`config.mk`:
```
export PLATFORM = sky130hd
export DESIGN_NAME = rr_arbiter16
export DESIGN_NICKNAME = d
export VERILOG_FILES = /design/src/rtl/rr_arbiter16.sv
export SDC_FILE = /design/constraint.sdc
export NUM_CORES = 1
export LEC_CHECK = 0
export ABC_AREA = 1
export BUFFER_PORTS_ARGS = -buffer_cell sky130_fd_sc_hd__buf_2
export CORE_AREA = 3 3 90 92
export CTS_CLUSTER_DIAMETER = 100
export DETAILED_ROUTE_END_ITERATION = 7
export DIE_AREA = 0 0 93 95
export SYNTH_ARGS = -nofsm -noshare
export SYNTH_HDL_FRONTEND = slang
export SYNTH_SLANG_ARGS = --single-unit
```
`constraint.sdc`:
```
create_clock -name clk -period 2.9 [get_ports clk]
set_input_delay 0.145 -clock clk [delete_from_list [all_inputs] [get_ports clk]]
set_output_delay 0.145 -clock clk [all_outputs]
set_load 0.01 [all_outputs]
```
`src/rtl/rr_arbiter16.sv`:
```
// rr_arbiter16: 16-way round-robin arbiter with one-hot registered grant,
// owner release on done/request drop, and an optional MAX_HOLD tenure limit.
module rr_arbiter16 #(
  parameter logic [7:0] MAX_HOLD = 8'd16
) (
  input  logic        clk,
  input  logic        rst_n,
  input  logic [15:0] req,
  input  logic        done,
  output logic [15:0] gnt,
  output logic [3:0]  gnt_idx,
  output logic        gnt_valid,
  output logic        timeout
);
  typedef enum logic {IDLE, GRANT} state_t;
  state_t      r_state, w_state_nx;
  logic [3:0]  r_ptr, r_idx, w_win;
  logic [7:0]  r_hold, w_hold_nx;
  logic        r_tmo, r_live, w_lim, w_drop, w_rel;
  // Descending scan so the lowest offset from ptr+1 wins last.
  always_comb begin
    w_win = r_ptr;
    for (int i = 16; i >= 1; i--)
      if (req[r_ptr + 4'(i)]) w_win = r_ptr + 4'(i);
  end
  assign w_hold_nx = r_hold + 8'd1;
  assign w_lim     = (MAX_HOLD != 8'd0) && (w_hold_nx == MAX_HOLD);
  assign w_drop    = !req[r_idx];
  assign w_rel     = done || w_drop || w_lim;
  // r_live holds off arbitration for the first edge after reset release.
  always_comb begin
    w_state_nx = r_state;
    if (r_state == IDLE) w_state_nx = (r_live && |req) ? GRANT : IDLE;
    else                 w_state_nx = w_rel ? IDLE : GRANT;
  end
  always_ff @(posedge clk or negedge rst_n) begin
    if (!rst_n) begin
      r_state <= IDLE;
      r_ptr   <= 4'd15;
      r_idx   <= 4'd0;
      r_hold  <= 8'd0;
      r_tmo   <= 1'b0;
      r_live  <= 1'b0;
    end else begin
      r_live  <= 1'b1;
      r_state <= w_state_nx;
      r_tmo   <= (r_state == GRANT) && w_lim && !done && !w_drop;
      if (r_state == IDLE && w_state_nx == GRANT) begin
        r_idx  <= w_win;
        r_ptr  <= w_win;
        r_hold <= 8'd0;
      end else if (r_state == GRANT) begin
        r_hold <= w_hold_nx;
      end
    end
  end
  assign gnt       = (r_state == GRANT) ? (16'd1 << r_idx) : 16'd0;
  assign gnt_idx   = r_idx;
  assign gnt_valid = (r_state == GRANT);
  assign timeout   = r_tmo;
endmodule

```
==> results of run 1 <==
==> cell usage after synthesis, types with 3 or more instances <==
| library cell | count |
|---|---|
| nand2_1 | 197 |
| xor2_1 | 9 |
| nand3_1 | 62 |
| buf_6 | 4 |
| dfstp_2 | 4 |
| ha_1 | 8 |
| a21oi_1 | 33 |
| inv_1 | 54 |
| nand2_2 | 10 |
| nor2_1 | 33 |
| buf_2 | 4 |
| nand4_1 | 3 |
| dfrtp_1 | 15 |
| o21ai_0 | 6 |
| o22ai_1 | 4 |
| nor4_1 | 5 |
| a22oi_1 | 4 |
==> worst max path at each step <==
stage	startpoint	endpoint	slack, ps	depth (start not counted)
2_1_floorplan	r_ptr[1]	gnt_idx[0]	170	26
3_5_place_dp	r_ptr[1]	gnt_idx[0]	90	23
5_1_grt	r_ptr[1]	gnt_idx[0]	-40	23
6_report	r_ptr[2]	gnt_idx[1]	220	21
4_1_cts	r_ptr[1]	gnt_idx[0]	80	23
3_3_place_gp	r_ptr[2]	gnt_idx[0]	100	23
==> timing repair <==
| item | in CTS | in global routing |
|---|---|---|
| endpoints found under the hold margin | 15 | 0 |
| setup buffers | 0 | 10 |
| resized for setup | 0 | 44 |
| setup endpoints to repair | 0 | 8 |
| hold buffers | 1 | 0 |
==> stage by stage <==
step	TNS, ps	hold slack, ps
6_report	0	149
5_1_grt	-41.8	187
4_1_cts	0	139
3_5_place_dp	0	106
3_3_place_gp	0	110
2_1_floorplan	0	-151
==> layer usage <==
metal	GRT usage, %	vias to the layer above
met2	34.6	99
met1	26.4	1525
met4	4.40	0
met5	0	-
met3	1.99	15
li1	-	1681
==> registers in the layout, summed over array words and instances (netlist names) <==
| register | count |
|---|---|
| gnt_valid | 1 |
| gnt_idx | 4 |
| r_live | 1 |
| timeout | 1 |
| r_hold | 8 |
| r_ptr | 4 |
==> cell type report <==
cell class / count / share of cell area (%)
Tap cell: 99 / 3.59
Multi-Input combinational cell: 398 / 61.2
Inverter: 58 / 6.59
Timing Repair Buffer: 67 / 13.3
Sequential cell: 19 / 13.9
Clock inverter: 1 / 0.145
Clock buffer: 3 / 1.20
==> cells by family (layout without fill, tap and decap cells) <==
family / after synthesis / in the layout / share of synthesized area (%)
AOI/OAI and AO/OA: 62 / 62 / 13.5
xor gates and xnor gates: 13 / 13 / 5.44
adders and majority gates: 8 / 8 / 3.69
buffers and inverters: 69 / 129 / 11.1
DFF: 19 / 19 / 17.7
other: 1 / 1 / 0.138
and+or+nand+nor: 314 / 314 / 48.4
==> critical path, cell delays in order (launching register included) <==
cell and delay [ps]:
dfstp_2 550, buf_4 160, ha_2 210, nor2_1 40, or2_2 330, nand2_1 70, o21a_1 150, inv_1 60
nand2_1 100, nand2_2 100, a21oi_1 150, nand2_1 60, nand2_1 60, nand2_1 50, nand2_1 60, nand2_1 60
nand2_1 70, nand2_1 50, nand2_1 60, nand2_1 50, nand2_1 80, nand2_1 50
==> flow_summary.yaml, run 1 <==
worst_setup_path:
  crit_path_start_kind: "register"
  crit_type: "register to register"
  cp_max_fo: 7
  crit_required_ps: 3050
  r2r_slack_ps: 220
  ff2ff_path_depth: 21
  crit_path_end_kind: "register"
  arrival_ps: 2830
  reg2reg_from: "r_ptr[2]"
  reg2reg_to: "gnt_idx[1]"
drt:
  dr_wl_met3_um: 474
  drt-pass1-iter-count: 5
  drc_errors: 0
  drtIter0Drc: 280
  ant_nets: 0
  vias: 3320
  highest_layer: "met4"
  wl_um: 9170
  viasPerCell: 5.15
  wl_met1_um: 4100
  wl_met2_um: 4450
  wl_per_cell_um: 14.2
synthesis:
  synth.largest_area_cell: "nand2_1"
  yosys_most_used_dff: "dfrtp_1"
  ys_ff_latch: 19
  async_flop_share_pct: 100
  post-synth-top-area-fraction_pct: 27.3
  ys_seq_area_share_pct: 17.7
  synth_cell_types: 39
  syn_inst: 486
  ys.warnings.count: 0
  syn_nets: 513
  synth_area_um2: 2710
  syn_avg_cell_area_um2: 5.58
  synth_area_leaders: "nand2_1, dfrtp_1, nand3_1, inv_1, a21oi_1"
  synth-edff-count: 0
min_path:
  hold_path_depth: 4
  worstHoldEndpoint: "timeout"
  min-delay-start: "done"
  hold_class: "input pin to register"
final_layout:
  multiInputGateArea_um2: 2110
  layout_common_cells: "nand2_1, nand3_1, inv_1"
  n_antenna_cell: 0
  final_core_utilization_pct: 47.4
  syn_to_final_growth_pct: 27.3
  final_cell_count_no_fill: 645
  layout-drive-gt1-share_pct: 23.6
  final_nets: 574
  final_area_um2: 3450
  final_common_cell: "nand2_1"
  fillers: 809
  regArea_um2: 480
floorplan:
  core-area_um2: 7290
  die_x_um: 93
  top_level_ports: 41
  num_rows: 31
  die_y_um: 95
  initial_core_util_pct: 37.2
  die_area_um2: 8840
clocking:
  cts_buffers: 3
  htreeDepth: 1
  cts.sinks: 19
  clk_latency_ps: 260
  ctsRootBufferMaster: "clkbuf_8"
  tritoncts: "built"
  clk_pin_slew_worst_paths_ps: 70
  clk_path_buf_depth: 2
timing:
  period_needed_ps: 2680
  worst_pin_slew_ps: 625
  final.setup.worst_slack_ps: 223
  fmax_ghz: 0.374
  hold_viol: 0
  finalMaxSlewViolations: 0
  post-route-period-util_pct: 92.3
  slew_headroom_pct: 57.9
  finalSetupViolCount: 0
  skew_ps: 4.30
grt:
  grt_start_max_net_pins: 25
  gr-total-overflow: 0
  grt_pass1_vias: 2915
  grt_antenna_before_repair: 0
  grt_pass1_wl_um: 14100
  track_usage_pct: 19.8
placed_design:
  placed_area_um2: 3090
  place_inst: 629
  place_ws_ps: 94.0
  portBuffers: 40
  hpwl_um: 6990
  place.gp.congestion: 0.988
outcome:
  outcome: "completed"
run:
  cap_violations: 0
Power of run 1 is left out: the tool's default activity adds up to more than one toggle a clock period on the data nets, which glitch-free logic cannot reach.
==> inputs of run 2 (changes only) <==
Settings changed: ABC_AREA 1 to 0, CORE_AREA 3 3 90 92 to 3 3 96 98, DIE_AREA 0 0 93 95 to 0 0 99 101.
==> run 2 against run 1 <==
The flow now finishes with violations (setup timing). Critical path type unchanged. Cell area up 18%. Die area up 13%. Worst setup slack worse by 560 ps. Critical endpoint is now gnt_idx[2].
==> flow_summary.yaml, run 2 <==
outcome:
  outcome: "finished, violations left"
  violations: "setup timing"
floorplan:
  top_level_ports: 41
  die_y_um: 101
  die_area_um2: 10000
  core-area_um2: 8550
  num_rows: 34
  initial_core_util_pct: 36.1
  die_x_um: 99
clocking:
  cts.sinks: 19
  tritoncts: "built"
  cts_buffers: 3
  clk_path_buf_depth: 2
  clk_latency_ps: 270
  htreeDepth: 1
  ctsRootBufferMaster: "clkbuf_8"
  clk_pin_slew_worst_paths_ps: 90
timing:
  period_needed_ps: 3240
  final.setup.tns_ps: -2230
  finalSetupViolCount: 8
  hold_viol: 0
  post-route-period-util_pct: 112
  skew_ps: 15.7
  fmax_ghz: 0.309
  worst_pin_slew_ps: 634
  final.setup.worst_slack_ps: -336
  rsz0062_at_grt: "true"
  slew_headroom_pct: 57.2
  finalMaxSlewViolations: 0
synthesis:
  syn_inst: 337
  synth_area_um2: 3080
  synth_top_family_by_area: "multiplexers"
  ys_ff_latch: 19
  yosys-top-cells-count: "nand2_1, nor2_1, mux4_2"
  ys_seq_area_share_pct: 15.6
  yosys_most_used_dff: "dfrtp_1"
  synth_compound_area_share_pct: 17.4
  synthMuxAreaShare_pct: 37.1
  synth_fa_ha_area_share_pct: 3.25
  syn_nets: 364
  synth.largest_area_cell: "mux4_2"
  async_flop_share_pct: 100
  ys.warnings.count: 0
  post-synth-top-area-fraction_pct: 19.0
  synth_area_leaders: "mux4_2, dfrtp_1, mux2i_1, mux4_1, mux2_2"
  synth_cell_types: 56
  synth-xor-area-share_pct: 3.69
  syn_avg_cell_area_um2: 9.15
  synth-edff-count: 0
  yosys.area_share.simple_pct: 18.3
grt:
  grt_pass1_vias: 2950
  grt_start_max_net_pins: 23
  grt_pass1_wl_um: 15900
  track_usage_pct: 19.9
  grt_antenna_before_repair: 0
  gr-total-overflow: 0
drt:
  drc_errors: 0
  vias: 3267
  wl_per_cell_um: 18.2
  viasPerCell: 5.96
  wl_um: 9970
  drtIter0Drc: 225
  drt-pass1-iter-count: 5
  ant_nets: 0
final_layout:
  final_nets: 468
  layout_common_cells: "buf_4, buf_2, nand2_1, nor2_1, mux4_2"
  syn_to_final_growth_pct: 32.0
  final_common_cell: "buf_4"
  largest_reg_flops: 8
  largest_register: "r_hold"
  n_antenna_cell: 0
  layout-drive-gt1-share_pct: 42.0
  final_area_um2: 4070
  final_core_utilization_pct: 47.6
worst_setup_path:
  crit_type: "register to register"
  crit_end: "gnt_idx[2]"
  path_depth: 11
  cpPeakStageDelay_ps: 560
  cp_slowest_cell: "dfstp_2"
  r2r_slack_ps: -340
  cp-startpoint: "r_ptr[0]"
  arrival_ps: 3380
  cp_top_family: "compound AO/OA/AOI/OAI gates"
  cp_max_fo: 10
  cp_num_buf_inv: 3
  reg2reg_from: "r_ptr[0]"
  crit_required_ps: 3050
  ff2ff_path_depth: 11
  crit_path_end_kind: "register"
  path_cells: "buf_12, inv_8, ha_4, buf_4, mux4_2, mux4_2, a211o_1, a311o_1, a21oi_1, o21ai_1, a21o_1"
  cpMostUsedCell: "mux4_2"
  crit_path_start_kind: "register"
  reg2reg_to: "gnt_idx[2]"
placed_design:
  placed_area_um2: 3880
  hpwl_um: 7870
  place.gp.congestion: 0.978
  portBuffers: 40
min_path:
  hold_class: "input pin to register"
run:
  cap_violations: 0
run 2: worst min path at each step:
stage / endpoint / depth (start not counted) / slack (ps) / startpoint
finish: timeout / 3 / 160 / done
global route: timeout / 3 / 170 / done
CTS: timeout / 3 / 160 / done
detailed placement: gnt_idx[1] / 1 / 120 / rst_n
global placement: r_hold[2] / 1 / 120 / rst_n
floorplan: gnt_idx[0] / 0 / -150 / rst_n
run 2: layout make-up:
cell class	count	area (µm²)
Fill cell	822	4480
Multi-Input combinational cell	288	2550
Timing Repair Buffer	118	805
Sequential cell	19	480
Tap cell	108	135
Inverter	11	48.8
Clock buffer	3	41.3
Clock inverter	1	7.51
run 2: kinds of logic (layout without fill, tap and decap cells):
kind of cell,Yosys count,count (layout)
muxes,68,68
and+or+nand+nor,120,120
xor gates and xnor gates,13,13
AOI/OAI and AO/OA,78,78
adders and majority gates,8,8
buffers and inverters,30,133
DFF,19,19
other,1,1
run 2: what timing repair did:
action | CTS | global route
resized for setup | 13 | 5
setup endpoints to repair | 8 | 8
pin swaps | 4 | 1
hold endpoints to repair | 15 | 0
hold buffers | 1 | 0
buffers inserted | 6 | 1
run 2: layer usage:
layer	global-route usage, %	routed length [µm]
met4	3.68	190
met2	33.8	4860
met3	1.52	561
met1	28.0	4360
met5	0	0
run 2: tightest hold or removal path, cell delays in order:
cell,delay [ps]
buf_2,90
nand3b_1,120
nor3_1,50
run 2: metrics by stage:
step | worst slack [ps] | hold slack (ps) | instances
after floorplan | -456 | -151 | 337
after global placement | -353 | 121 | 536
after detailed placement | -399 | 118 | 536
after CTS | -338 | 163 | 547
after global routing | -453 | 172 | 548
final | -336 | 164 | 548
Power of run 2 is left out for the same reason.
==> inputs of run 3 (changes only) <==
Settings changed: CELL_PAD_IN_SITES_DETAIL_PLACEMENT set to 1, CELL_PAD_IN_SITES_GLOBAL_PLACEMENT set to 1, PLACE_DENSITY_LB_ADDON set to 0.1.
==> run 3 against run 2 <==
The run still ends with setup timing left. Critical path depth down 2. Hold slack better by 28 ps. Utilization up 3.0 points. Clock skew down 14 ps. Register-to-register slack worse by 60 ps. Wire length up 25%. Worst setup slack worse by 65 ps. Clock-buffer cell count up 1. Maximum frequency down 2.0%. Die area unchanged. Non-clock buffer count up 16. Critical path type unchanged. Critical endpoint is now gnt_idx[0]. Highest routed layer unchanged.
==> flow_summary.yaml, run 3 (same netlist as run 2, synthesis figures left out) <==
final_layout:
  largest_reg_flops: 8
  syn_to_final_growth_pct: 40.3
  layout-drive-gt1-share_pct: 49.6
  layout_common_cells: "buf_4, buf_2, nand2_1"
  final_common_cell: "buf_4"
  largest_register: "r_hold"
  n_antenna_cell: 0
  final_nets: 484
timing:
  worst_pin_slew_ps: 573
  final.setup.tns_ps: -2590
  skew_ps: 1.27
  rsz0062_at_grt: "true"
  period_needed_ps: 3300
  post-route-period-util_pct: 114
  fmax_ghz: 0.303
  hold_viol: 0
  final.setup.worst_slack_ps: -401
  finalMaxSlewViolations: 0
  finalSetupViolCount: 8
  slew_headroom_pct: 61.8
floorplan:
  die_area_um2: 10000
  num_rows: 34
  die_x_um: 99
  top_level_ports: 41
  die_y_um: 101
  initial_core_util_pct: 36.1
  core-area_um2: 8550
placed_design:
  hpwl_um: 9550
  place.gp.congestion: 0.949
  portBuffers: 40
drt:
  wl_um: 12400
  viasPerCell: 6.11
  wl_per_cell_um: 22.1
  drtIter0Drc: 223
  vias: 3445
  drt-pass1-iter-count: 5
  ant_nets: 0
  drc_errors: 0
grt:
  grt_antenna_before_repair: 0
  grt_start_max_net_pins: 23
  gr-total-overflow: 0
  grt_pass1_vias: 3709
  track_usage_pct: 24.8
  grt_pass1_wl_um: 19700
  met2_usage_pct: 43.4
  grt_util_met1_pct: 31.3
  grt_busiest_layer: "met2"
  use_met3_pct: 2.98
clocking:
  clk_pin_slew_worst_paths_ps: 70
  cts.sinks: 19
  clk_path_buf_depth: 2
  clk_latency_ps: 260
  ctsRootBufferMaster: "clkbuf_8"
  cts_buffers: 3
  htreeDepth: 1
  tritoncts: "built"
worst_setup_path:
  crit_path_end_kind: "register"
  crit_required_ps: 3040
  crit_path_start_kind: "register"
  arrival_ps: 3440
  cp_max_fo: 5
  crit_type: "register to register"
run:
  cap_violations: 0
outcome:
  violations: "setup timing"
  outcome: "finished, violations left"
min_path:
  hold_class: "input pin to register"
## run 3: changes by cell type in the layout (fill, tap and decap cells not counted), moves of 3 or more
cell / change
buf_6: +5
mux2i_2: +3
inv_1: -3
buf_4: +10
inv_2: +3
nor2_2: +3
o21ai_0: -4
nor2_1: -5
mux4_2: +4
mux4_1: -4
## run 3: repair_timing
action | CTS | global route
hold buffers | 1 | 0
endpoints found under the hold margin | 15 | 0
buffers inserted | 7 | 3
gates resized for setup | 44 | 13
pin swaps | 15 | 5
endpoints found under the setup margin | 8 | 8
## run 3: worst max-delay path: stages, from the launching register on
cell	delay, ps
dfstp_2	660
inv_8	40
ha_4	300
mux4_2	570
mux4_2	520
a21oi_2	170
o211ai_1	180
a311oi_4	350
nor2_2	70
a221o_1	310
## run 3: area by class of cell
cell class / count / area [µm²]
flip-flops and latches: 19 / 480
repair buffers: 134 / 956
fillers: 999 / 4220
multi-input cells: 288 / 2660
well taps: 108 / 135
inverters: 11 / 48.8
clock buffers: 4 / 45.0
## run 3: path summary, 6_finish.rpt
check / from / endpoint / slack [ps] / depth (start not counted)
worst max-delay path: r_ptr[0] / gnt_idx[0] / -400 / 9
worst min-delay path: done / timeout / 190 / 3
worst max register to register: r_ptr[0] / gnt_idx[0] / -400 / 9
worst min register to register: r_hold[7] / r_hold[7] / 480 / 1
max in group asynchronous: rst_n / r_ptr[3] / 2200 / 2
min in group asynchronous: rst_n / r_hold[4] / 360 / 2
## run 3: per-layer routing
| layer | up-vias | part of all wire [%] |
|---|---|---|
| met3 | 34 | 4.9 |
| met1 | 1733 | 41 |
| li1 | 1551 | - |
| met5 | - | 0 |
| met4 | 0 | 3.7 |
| met2 | 127 | 50 |
## run 3: metrics by stage
stage | area [µm²] | utilization, % | worst slack (ps) | instances | hold slack, ps
after detailed placement | 3990 | 46.7 | -577 | 549 | 116
after floorplan | 3130 | - | -456 | 337 | -151
after global placement | 3990 | 46.7 | -546 | 549 | 109
after global routing | 4330 | 50.6 | -487 | 564 | 229
final | 4330 | 50.6 | -401 | 564 | 192
after CTS | 4250 | 49.7 | -361 | 561 | 192
Power of run 3 is left out for the same reason.
